### src/rtl/logic_pkg.sv
// Op encodings and elaboration helpers for the bitwise reduction pipeline.
package logic_pkg;

    localparam logic [2:0] OP_AND  = 3'b000;
    localparam logic [2:0] OP_OR   = 3'b001;
    localparam logic [2:0] OP_XOR  = 3'b010;
    localparam logic [2:0] OP_NAND = 3'b011;
    localparam logic [2:0] OP_NOR  = 3'b100;
    localparam logic [2:0] OP_XNOR = 3'b101;

    typedef enum logic [1:0] {
        BASE_AND,
        BASE_OR,
        BASE_XOR
    } base_e;

    function automatic logic op_identity(input logic [2:0] op);
        return (op == OP_AND) || (op == OP_NAND);
    endfunction

    function automatic base_e op_base(input logic [2:0] op);
        if ((op == OP_AND) || (op == OP_NAND)) return BASE_AND;
        if ((op == OP_XOR) || (op == OP_XNOR)) return BASE_XOR;
        return BASE_OR;
    endfunction

    function automatic logic op_inverts(input logic [2:0] op);
        return (op == OP_NAND) || (op == OP_NOR) || (op == OP_XNOR);
    endfunction

    function automatic logic op_reserved(input logic [2:0] op);
        return op[2] & op[1];
    endfunction

    function automatic int clog3(input int n);
        int s;
        int p;
        s = 1;
        p = 3;
        for (int i = 0; i < 16; i++) begin
            if (p < n) begin
                p = p * 3;
                s = s + 1;
            end
        end
        return s;
    endfunction

    // Operand count entering stage k.
    function automatic int group_count(input int n, input int k);
        int c;
        c = n;
        for (int i = 0; i < k; i++) c = (c + 2) / 3;
        return c;
    endfunction

endpackage

### src/rtl/logic_reduce_stage.sv
// One registered 3:1 reduction stage with a valid/ready register;
// the op code rides along so every stage knows its base op.
module logic_reduce_stage
    import logic_pkg::*;
#(
    parameter int WIDTH = 32,
    parameter int N_IN  = 6
) (
    input  logic                             clk,
    input  logic                             rst_n,
    input  logic                             flush,
    input  logic                             in_valid,
    output logic                             in_ready,
    input  logic [2:0]                       in_op,
    input  logic [N_IN*WIDTH-1:0]            in_data,
    output logic                             out_valid,
    input  logic                             out_ready,
    output logic [2:0]                       out_op,
    output logic [((N_IN+2)/3)*WIDTH-1:0]    out_data
);

    localparam int N_OUT = (N_IN + 2) / 3;

    logic [3*N_OUT*WIDTH-1:0] padded;
    logic [N_OUT*WIDTH-1:0]   data_d;
    logic [N_OUT*WIDTH-1:0]   data_q;
    logic [2:0]               op_q;
    logic                     valid_q;
    logic [WIDTH-1:0]         acc;
    logic [WIDTH-1:0]         opnd;

    // The short last group is padded with the base op's identity.
    always_comb begin
        padded = {(3*N_OUT*WIDTH){op_identity(in_op)}};
        padded[N_IN*WIDTH-1:0] = in_data;
    end

    always_comb begin
        data_d = '0;
        acc    = '0;
        opnd   = '0;
        for (int g = 0; g < N_OUT; g++) begin
            acc = {WIDTH{op_identity(in_op)}};
            for (int j = 0; j < 3; j++) begin
                opnd = padded[(3*g+j)*WIDTH +: WIDTH];
                unique case (op_base(in_op))
                    BASE_AND: acc = acc & opnd;
                    BASE_XOR: acc = acc ^ opnd;
                    default:  acc = acc | opnd;
                endcase
            end
            data_d[g*WIDTH +: WIDTH] = acc;
        end
    end

    assign in_ready  = ~valid_q | out_ready;
    assign out_valid = valid_q;
    assign out_op    = op_q;
    assign out_data  = data_q;

    always_ff @(posedge clk or negedge rst_n) begin
        if (!rst_n) begin
            valid_q <= 1'b0;
            op_q    <= OP_AND;
            data_q  <= '0;
        end else begin
            if (flush) begin
                valid_q <= 1'b0;
            end else if (in_ready) begin
                valid_q <= in_valid;
            end
            if (in_valid && in_ready && !flush) begin
                op_q   <= in_op;
                data_q <= data_d;
            end
        end
    end

endmodule

### src/rtl/logic_reduce_pipe.sv
// Pipelined N-operand bitwise reduction: mask/identity substitution,
// a chain of 3:1 stages, then inversion and flags on the held result.
module logic_reduce_pipe
    import logic_pkg::*;
#(
    parameter int WIDTH  = 32,
    parameter int NUM_IN = 6
) (
    input  logic                    clk,
    input  logic                    rst_n,
    input  logic                    flush,
    input  logic                    in_valid,
    output logic                    in_ready,
    input  logic [2:0]              in_op,
    input  logic [NUM_IN-1:0]       in_mask,
    input  logic [NUM_IN*WIDTH-1:0] in_data,
    output logic                    out_valid,
    input  logic                    out_ready,
    output logic [WIDTH-1:0]        out_data,
    output logic                    out_err,
    output logic                    out_any,
    output logic                    out_all
);

    localparam int STAGES = clog3(NUM_IN);

    logic [NUM_IN*WIDTH-1:0] sub_data;
    logic [WIDTH-1:0]        last_d;
    logic [2:0]              last_op;

    always_comb begin
        sub_data = '0;
        for (int i = 0; i < NUM_IN; i++) begin
            sub_data[i*WIDTH +: WIDTH] = in_mask[i] ? in_data[i*WIDTH +: WIDTH]
                                                    : {WIDTH{op_identity(in_op)}};
        end
    end

    for (genvar k = 0; k < STAGES; k++) begin : g_st
        localparam int NI = group_count(NUM_IN, k);
        localparam int NO = (NI + 2) / 3;

        logic              v_i;
        logic              r_o;
        logic              v_o;
        logic              r_i;
        logic [2:0]        op_i;
        logic [2:0]        op_o;
        logic [NI*WIDTH-1:0] d_i;
        logic [NO*WIDTH-1:0] d_o;

        if (k == 0) begin : g_src
            assign v_i  = in_valid;
            assign op_i = in_op;
            assign d_i  = sub_data;
        end else begin : g_lnk
            assign v_i  = g_st[k-1].v_o;
            assign op_i = g_st[k-1].op_o;
            assign d_i  = g_st[k-1].d_o;
        end

        if (k == STAGES - 1) begin : g_snk
            assign r_i = out_ready;
        end else begin : g_nxt
            assign r_i = g_st[k+1].r_o;
        end

        logic_reduce_stage #(
            .WIDTH (WIDTH),
            .N_IN  (NI)
        ) u_stage (
            .clk       (clk),
            .rst_n     (rst_n),
            .flush     (flush),
            .in_valid  (v_i),
            .in_ready  (r_o),
            .in_op     (op_i),
            .in_data   (d_i),
            .out_valid (v_o),
            .out_ready (r_i),
            .out_op    (op_o),
            .out_data  (d_o)
        );
    end

    assign in_ready  = g_st[0].r_o & ~flush;
    assign out_valid = g_st[STAGES-1].v_o;
    assign last_op   = g_st[STAGES-1].op_o;
    assign last_d    = g_st[STAGES-1].d_o;

    // Inversion is applied only to the fully reduced base result.
    always_comb begin
        out_err  = op_reserved(last_op);
        out_data = op_inverts(last_op) ? ~last_d : last_d;
        if (out_err) out_data = '0;
    end

    assign out_any = |out_data;
    assign out_all = &out_data;

endmodule

### config.mk
export PLATFORM = sky130hd
export DESIGN_NAME = logic_reduce_pipe
export DESIGN_NICKNAME = d
export VERILOG_FILES = /design/src/rtl/logic_pkg.sv /design/src/rtl/logic_reduce_stage.sv /design/src/rtl/logic_reduce_pipe.sv
export SDC_FILE = /design/constraint.sdc
export NUM_CORES = 1
export LEC_CHECK = 0
export ABC_AREA = 1
export CAP_MARGIN = 20
export CORE_ASPECT_RATIO = 0.8
export CORE_MARGIN = 4
export CORE_UTILIZATION = 39
export DETAILED_ROUTE_END_ITERATION = 6
export PLACE_DENSITY = 0.61
export SYNTH_ARGS = -nofsm -noshare
export SYNTH_HDL_FRONTEND = slang
export SYNTH_HIERARCHICAL = 1
export SYNTH_SLANG_ARGS = --single-unit
### constraint.sdc
create_clock -name clk -period 4.4 [get_ports clk]
set_input_delay 0.44 -clock clk [delete_from_list [all_inputs] [get_ports clk]]
set_output_delay 0.44 -clock clk [all_outputs]
set_load 0.005 [all_outputs]
# == Word level (Yosys, flattened, before mapping) ==
# Index checks and enable logic that the tools add are counted.
# classes
eq_ne,11
reduce_logical,19
div_mod_pow,0
muxes,35
shifts,0
magnitude_cmp,0
multipliers,0
add_sub_neg,0
bitwise,35
# ops
operator,n
$pmux 32 s2,9
$and 32x32->32,9
$or 32x32->32,9
$xor 32x32->32,9
$mux 32,8
$not 32->32,1
$reduce_and 32->1,1
$reduce_or 32->1,1
$mux 2,8
$eq 3x2->1 const B,5
$eq 3x3->1 const B,4
$mux 1,10
$logic_not 3->1,2
$logic_or 1x1->1,6
$eq 2x2->1 const B,2
$logic_and 1x1->1,4
$logic_not 2->1,2
$reduce_bool 2->1,2
$not 1->1,3
$and 1x1->1,2
$or 1x1->1,2
$logic_not 1->1,1
# word_totals
memories,0
ram_bits,0
romBits,0
latchBits,0
regBits,104

# == Depth between registers and ports, before layout ==
# Gate-level depths: netlist of run 1.
# depth
ltp_word,12
ltp_mapped,16
ltp_nobuf,15

# == Hierarchy ==
# Netlist of run 1, hierarchy kept.
# by_module_without_submodules
mod,cells_per_inst,instances,area_each_um2
logic_reduce_stage at g_st[0].u_stage,1565,1,10082.2
logic_reduce_stage at g_st[1].u_stage,763,1,5335.1
logic_reduce_pipe,661,1,2596.2

# == Least setup slack after synthesis of run 1 ==
# No wires, ideal clock.
# synth_timing
path_type,input to register
start,in in_op[0]
end,reg g_st[0].u_stage.data_q[10]
stages,15
path_buffers,1
arrival_ps,2419
slack_ps,1863
setup_ps,117
path_cell_list,or2_2 a21oi_2 nand2_1 clkbuf_1 nand2_1 inv_1 ha_1 inv_1 o22ai_1 nor2_1 ha_1 nand3_1 nand3_1 nor2_1 nor2_1
# synth_via
elab_cells_between_ends,29
classes_between,eq/ne: 4; mux: 12; bitwise: 9; reduce/logical: 4
# synth_lines
element,line,text
start: declaration,logic_reduce_pipe.sv:14,"input logic [2:0] in_op,"
$eq 3x2->1 or $logic_not 3->1 (tied branches),--,
$logic_or 1x1->1 *,--,
$mux 32 *,logic_reduce_pipe.sv:34,sub_data[i*WIDTH +: WIDTH] = in_mask[i] ? in_data[i*WIDTH +: WIDTH]
named net g_st[0].d_i[10],logic_reduce_pipe.sv:49,logic [NI*WIDTH-1:0] d_i;
"$or 32x32->32, or another cell as far along",logic_reduce_stage.sv:49,default: acc = acc | opnd;
$pmux 32 s2 *,logic_reduce_stage.sv:46,unique case (op_base(in_op))
"$or 32x32->32, or another cell as far along",logic_reduce_stage.sv:49,
$pmux 32 s2 *,logic_reduce_stage.sv:46,
"$or 32x32->32, or another cell as far along",logic_reduce_stage.sv:49,
$pmux 32 s2 *,logic_reduce_stage.sv:46,
end signal: assignment,logic_reduce_stage.sv:74,data_q <= data_d;
end: declaration,logic_reduce_stage.sv:26,logic [N_OUT*WIDTH-1:0] data_q;
# The timed path passes the listed nets; every way through them passes the cells marked *. The select of a mux whose other input is x is not followed.
# A chain may end at the register's enable or synchronous reset.

# == Worst setup path after layout of run 1 ==
# layout_timing
start,reg g_st[1].u_stage.op_q[2]
end,out out_all
# layout_via
elab_chain_len,6
elab_cells_between_ends,9
classes_between,eq/ne: 3; mux: 2; bitwise: 1; reduce/logical: 3
# layout_rtl
element,line,text
start: declaration,logic_reduce_stage.sv:27,logic [2:0] op_q;
start signal: assignment,logic_reduce_stage.sv:73,op_q <= in_op;
$eq 3x2->1 or $eq 3x3->1 (tied branches),logic_pkg.sv:28,return (op == OP_NAND) || (op == OP_NOR) || (op == OP_XNOR);
$logic_or 1x1->1 (2 in a row),logic_pkg.sv:28,
$mux 32,logic_reduce_pipe.sv:94,out_data = op_inverts(last_op) ? ~last_d : last_d;
$mux 32 *,logic_reduce_pipe.sv:95,if (out_err) out_data = '0;
$reduce_and 32->1 *,logic_reduce_pipe.sv:99,assign out_all = &out_data;
end: declaration,logic_reduce_pipe.sv:22,output logic out_all
# Every way passes the cells marked *; elsewhere a longest branch is shown, timed or not.

==> results of run 1 <==
logic make-up (layout without fill, tap and decap cells):
family / count (synthesis) / count (layout)
simple gates: 1542 / 1542
buf+inv: 846 / 997
fa+ha+maj: 384 / 384
compound gates: 113 / 113
flops: 104 / 104
worst register-to-register path: stages (launching register included):
cell and delay, ns:
dfrtp_1 0.47, inv_2 0.10, nand2_2 0.09, nand2_4 0.38, nand2_4 0.13, nand2_8 0.36, buf_12 0.34, nor2_4 0.05
inv_1 0.05, nand2_1 0.06, ha_1 0.29, nand3_1 0.08, nand3_1 0.08, nor2_1 0.18, nor2_1 0.06
through the flow:
step	std cells	worst slack (ns)	util (%)	hold WS [ns]
3_5_place_dp	3736	0.7416	45.37	0.4876
3_3_place_gp	3736	0.8433	45.37	0.4869
6_report	3752	1.118	46.00	0.07289
5_1_grt	3752	0.7846	46.00	0.1215
2_1_floorplan	2989	1.863	-	0.1444
4_1_cts	3752	1.060	46.00	0.08849
power groups by stage:
stage / Clock [uW] / Sequential [uW] / Combinational (uW)
CTS: 855 / 1520 / 3760
detailed placement: 0 / 1540 / 3740
global placement: 0 / 1520 / 3610
floorplan: 0 / 1380 / 2680
finish: 828 / 1510 / 3730
global route: 889 / 1550 / 4350
worst max-delay path by stage:
| stage | to | cells after the start |
|---|---|---|
| global route | out_all | 8 |
| CTS | out_all | 8 |
| global placement | g_st[0].u_stage/out_data[6] | 16 |
| detailed placement | g_st[0].u_stage/out_data[14] | 16 |
| floorplan | g_st[0].u_stage/out_data[10] | 15 |
| finish | out_all | 8 |
metal layers:
metal	global-route usage (%)	vias up	wire, um
li1	-	9100	-
met1	28.17	7932	24820
met2	34.73	350	23210
met3	2.650	62	2174
met4	5.828	0	1484
met5	0	-	0
final cells by class:
type,instances,area (um2)
Clock inverter,6,57.56
Sequential cell,104,2603
Timing Repair Buffer,276,2725
Tap cell,612,765.7
Clock buffer,10,229.0
Fill cell,4833,24690
Inverter,705,2646
Multi-Input combinational cell,2039,12000
cell usage after synthesis, drive strengths merged:
| cell type | number |
|---|---|
| nand4 | 7 |
| nand3 | 224 |
| or2 | 1 |
| clkinv | 1 |
| nor2 | 608 |
| nand3b | 3 |
| o21ai | 9 |
| dfrtp | 104 |
| nand2 | 697 |
| ha | 384 |
| and2 | 2 |
| buf | 83 |
| inv | 704 |
| o22ai | 96 |
| clkbuf | 58 |
| a21oi | 8 |
registers in the layout (all words and copies together) (netlist names):
signal,flops
g_st.u_stage/out_data,96
g_st.u_stage/out_op,6
g_st.u_stage/out_valid,2
==> flow_summary.ini, run 1 <==
[outcome]
outcome = finished with violations
violations = DRC

[floorplan]
die_h_um = 200.2
fp-row-count = 70
core_area_um2 = 45720
ios = 243
initial_core_util_pct = 39.40
dieArea_um2 = 49710
die_w_um = 248.3

[drt]
wl_per_cell_um = 13.78
viasPerCell = 4.649
drcViolationCount = 7
antenna_left = 0
drtIter0Drc = 830
wl_mm = 51.69
dr_total_vias = 17440
drt-pass1-iter-count = 7

[worst_setup_path]
max_stage_delay_ns = 0.54
worstReg2RegEnd = g_st[1].u_stage/out_data[10]
required_ns = 3.96
r2r-start = g_st[0].u_stage/out_op[1]
worst-r2r-cell-count = 14
worstPathArrival_ns = 2.84
cpLargestDelayFamily = simple AND/OR/NAND/NOR gates
startpoint_type = flip-flop
path_buf_inv = 1
critical_path_peak_fanout = 19
criticalPathCategory = flip-flop to output pin
cp-end-kind = output pin
cp_cell_sequence = nand2_1 > nand2_2 > o21ai_0 > nand4_1 > nor2_1 > nand2_1 > nor2_1 > clkdlybuf4s50_1
slowest_stage = nand2_1
regToRegSetupSlack_ns = 1.56
startpoint = g_st[1].u_stage/out_op[2]

[global_route]
grt-ovfl-total = 0
track_usage_pct = 20.80
antenna_found_initial = 0
grt_pass1_vias = 17470
grt_pass1_wl_mm = 86.12
grt_max_degree = 97

[final_layout]
final_cell_mix = nand2_1 (683), inv_1 (682), nor2_1 (546)
mostFrequentLayoutCell = nand2_1
fin_nets = 3725
design_area_um2 = 21030
layout-drive-gt1-share_pct = 4.873
synthToLayoutAreaGrowth_pct = 16.75
n_antenna_cell = 0

[synthesis]
avgSynthCellArea_um2 = 6.027
yosys_warnings = 6
synth_top_family_by_area = simple AND/OR/NAND/NOR gates
synth.top_cells.by_area = ha_1 (27%), dfrtp_1 (14%), nand2_1 (14%), inv_1 (14%), nor2_1 (11%)
synth_nets = 3579
yosysSeqAreaShare_pct = 14.45
netlist_instances = 2989
ys_ff_latch = 104
synth_top_area_share_pct = 26.67
synth-simple-area-share_pct = 35.92
ys_types = 27
synthMuxAreaShare_pct = 0
synth_xor_area_share_pct = 0
synth_compound_area_share_pct = 3.827
synth_area_um2 = 18010
synthAdderAreaFrac_pct = 26.67
yosysTopAreaCell = ha_1

[place]
port_buffers = 242
hpwl_mm = 39.55
place_congestion = 0.8468
placedInstanceArea_um2 = 20740

[sta]
slew_headroom_pct = 40.11
tightest_slew_ns = 0.8951
drv_slew = 0
clock.fmax_ghz = 0.3047
setup_viol = 0
period_needed_ns = 3.282
skew_ns = 0.01041
finalSetupTns_ns = 0
rsz0062_at_grt = false
hold_viol_final = 0
post-route-period-util_pct = 74.60

[clocking]
clk_latency_ns = 0.37
hold_buffers = 0
cts_setup_buffers = 0
cts_tree = built
clockRootBuffer = clkbuf_16
htreeDepth = 3
clock-sinks = 104
clkSlewWorstSetupHoldPaths_ns = 0.08
cts_buffers = 9
max-clock-path-buffers = 2
cts.repair.resized = 0

[pwr]
irDropWorstVdd_v = 0.0002169
combinationalPowerShare_pct = 61.5
power_frac_clock_pct = 13.7
seqPwrFrac_pct = 24.9
p_leak_uw = 0.01211
p_per_area_nw_per_um2 = 288.4
swShare_pct = 47.56
p_switching_uw = 2885
total_power_uw = 6065
p_int_uw = 3180

[run]
drv_cap = 0

[hold_path]
hp-class = input port to async pin
(Power assumes the default switching activity.)
==> inputs of run 2 (changes only) <==
- PLACE_DENSITY: 0.61 -> 0.63
- clock period: 4.4 -> 3 ns (I/O delays scaled with it)
==> run 2 against run 1 <==
Compared with the run above:
- the run ends with hold timing left
- count of clock-buffer cells in the layout fell by 1
- largest power group unchanged
- non-clock buffer count is 79 higher
- routed wire length up 0.69%
- via count rose by 2.4%
- critical path depth increased by 4
- global-route usage grew 0.099 points
- largest cell class unchanged
- critical path type unchanged
==> flow_summary.ini, run 2 (synthesis gave the netlist of run 1 again) <==
[outcome]
outcome = finished with violations
violations = hold timing

[place]
hpwl_mm = 40.75
place_congestion = 0.8247
port_buffers = 242
placedInstanceArea_um2 = 21440

[worst_setup_path]
cp-end-kind = output pin
path_common_cell = nand2_1
criticalPathCategory = flip-flop to output pin
max_stage_delay_ns = 0.51
worstPathArrival_ns = 2.52
required_ns = 2.70
slowest_stage = clkdlybuf4s50_1
critical_path_peak_fanout = 13
startpoint_type = flip-flop
cp_cell_sequence = nand2_4 > nand2_8 > buf_4 > nand3b_1 > nand2_1 > nand2_1 > inv_1 > nand2_1 > nor2_1 > nand2_1 > nor2_1 > clkdlybuf4s50_1

[clocking]
clockRootBuffer = clkbuf_16
clkSlewWorstSetupHoldPaths_ns = 0.08
htreeDepth = 3
clk_latency_ns = 0.37
clock-sinks = 104
max-clock-path-buffers = 2
hold_buffers = 0
cts_tree = built
cts_buffers = 9

[pwr]
p_leak_uw = 0.01258
p_switching_uw = 4271
swShare_pct = 46.20
combinationalPowerShare_pct = 61.4
irDropWorstVdd_v = 0.0003047
total_power_uw = 9244
seqPwrFrac_pct = 24.1
power_frac_clock_pct = 14.4
p_per_area_nw_per_um2 = 422.7
p_int_uw = 4973

[drt]
antenna_left = 0
wl_mm = 52.05
dr_total_vias = 17860
drtIter0Drc = 917
viasPerCell = 4.660
drcViolationCount = 0
drt-pass1-iter-count = 5
wl_per_cell_um = 13.58

[final_layout]
n_antenna_cell = 0
synthToLayoutAreaGrowth_pct = 21.40
fin_nets = 3805
final_cell_mix = nand2_1 (681), inv_1 (681), nor2_1 (541)
layout-drive-gt1-share_pct = 7.795
design_area_um2 = 21870
largest_reg_flops = 96

[hold_path]
hp-class = input port to async pin

[sta]
holdWs_ns = -0.008285
clock.fmax_ghz = 0.3544
period_needed_ns = 2.821
setup_viol = 0
post-route-period-util_pct = 94.04
tightest_slew_ns = 0.8339
slew_headroom_pct = 44.41
skew_ns = 0.01443
hold_viol_final = 5
drv_slew = 0

[global_route]
grt_pass1_vias = 18020
grt_max_degree = 65
grt-ovfl-total = 0
grt_pass1_wl_mm = 86.68
antenna_found_initial = 0
track_usage_pct = 20.90

[run]
drv_cap = 0

[floorplan]
die_w_um = 248.3
core_area_um2 = 45720
ios = 243
initial_core_util_pct = 39.40
fp-row-count = 70
dieArea_um2 = 49710
die_h_um = 200.2
## run 2: cell count changes in the layout (fill, tap and decap cells not counted), sizes merged
cell,delta
buf,+79
nand2,+1
clkinv,-1
inv,-2
bufinv,+2
clkinvlp,+2
clkbuf,-1
## run 2: per-stage QoR
step	std cells	setup TNS (ns)	util (%)	worst slack, ns
2_1_floorplan	2989	0	-	0.6034
3_3_place_gp	3814	-3.584	46.90	-0.1810
3_5_place_dp	3814	-8.754	46.90	-0.2514
4_1_cts	3830	0	47.62	0.01218
5_1_grt	3832	-0.01410	47.83	-0.01410
6_report	3832	0	47.83	0.1787
## run 2: path summary, 6_finish.rpt
path	slack [ns]	cells after the start	startpoint	end
max in group asynchronous	2.25	2	rst_n	g_st[0].u_stage/out_data[43]
hold / removal	-0.008	1	rst_n	g_st[0].u_stage/out_data[9]
hold reg to reg	0.53	2	g_st[1].u_stage/out_data[11]	g_st[1].u_stage/out_data[11]
setup reg to reg	0.40	13	g_st[0].u_stage/out_op[1]	g_st[1].u_stage/out_data[13]
setup / recovery	0.18	12	g_st[1].u_stage/out_op[1]	out_all
min in group clk	0.53	2	g_st[1].u_stage/out_data[11]	g_st[1].u_stage/out_data[11]
## run 2: layout make-up
class	instances	area (um2)
inverters	705	2646
clock buffers	9	225.2
fillers	4702	23850
multi-input cells	2040	12090
clock inverters	7	101.3
well taps	612	765.7
flip-flops and latches	104	2606
repair buffers	355	3435
## run 2: metal layers
metal	share of wire (%)	track usage (%)	vias up
li1	-	-	9268
met1	47	27.37	8218
met2	47	36.73	322
met3	3.9	2.557	49
met4	1.8	4.546	0
met5	0	0	-
## run 2: power groups by stage
stage	logic (uW)	registers [uW]	clock network [uW]
floorplan	3940	2030	0
global placement	5460	2250	0
detailed placement	5650	2260	0
CTS	5680	2240	1380
global route	6580	2290	1430
finish	5680	2230	1330
## run 2: worst max-delay path: cells and delay by family (launching register included)
kind,cells,cell delay [ns]
buffers and inverters,3,0.76
and+or+nand+nor,9,0.95
DFF,1,0.44
## run 2: what timing repair did
| action | 4_1_cts | 5_1_grt |
|---|---|---|
| pin swaps | 0 | 1 |
| cloned | 0 | 1 |
| buffers inserted | 0 | 1 |
| gates resized for setup | 1 | 20 |
| setup endpoints to repair | 1 | 12 |
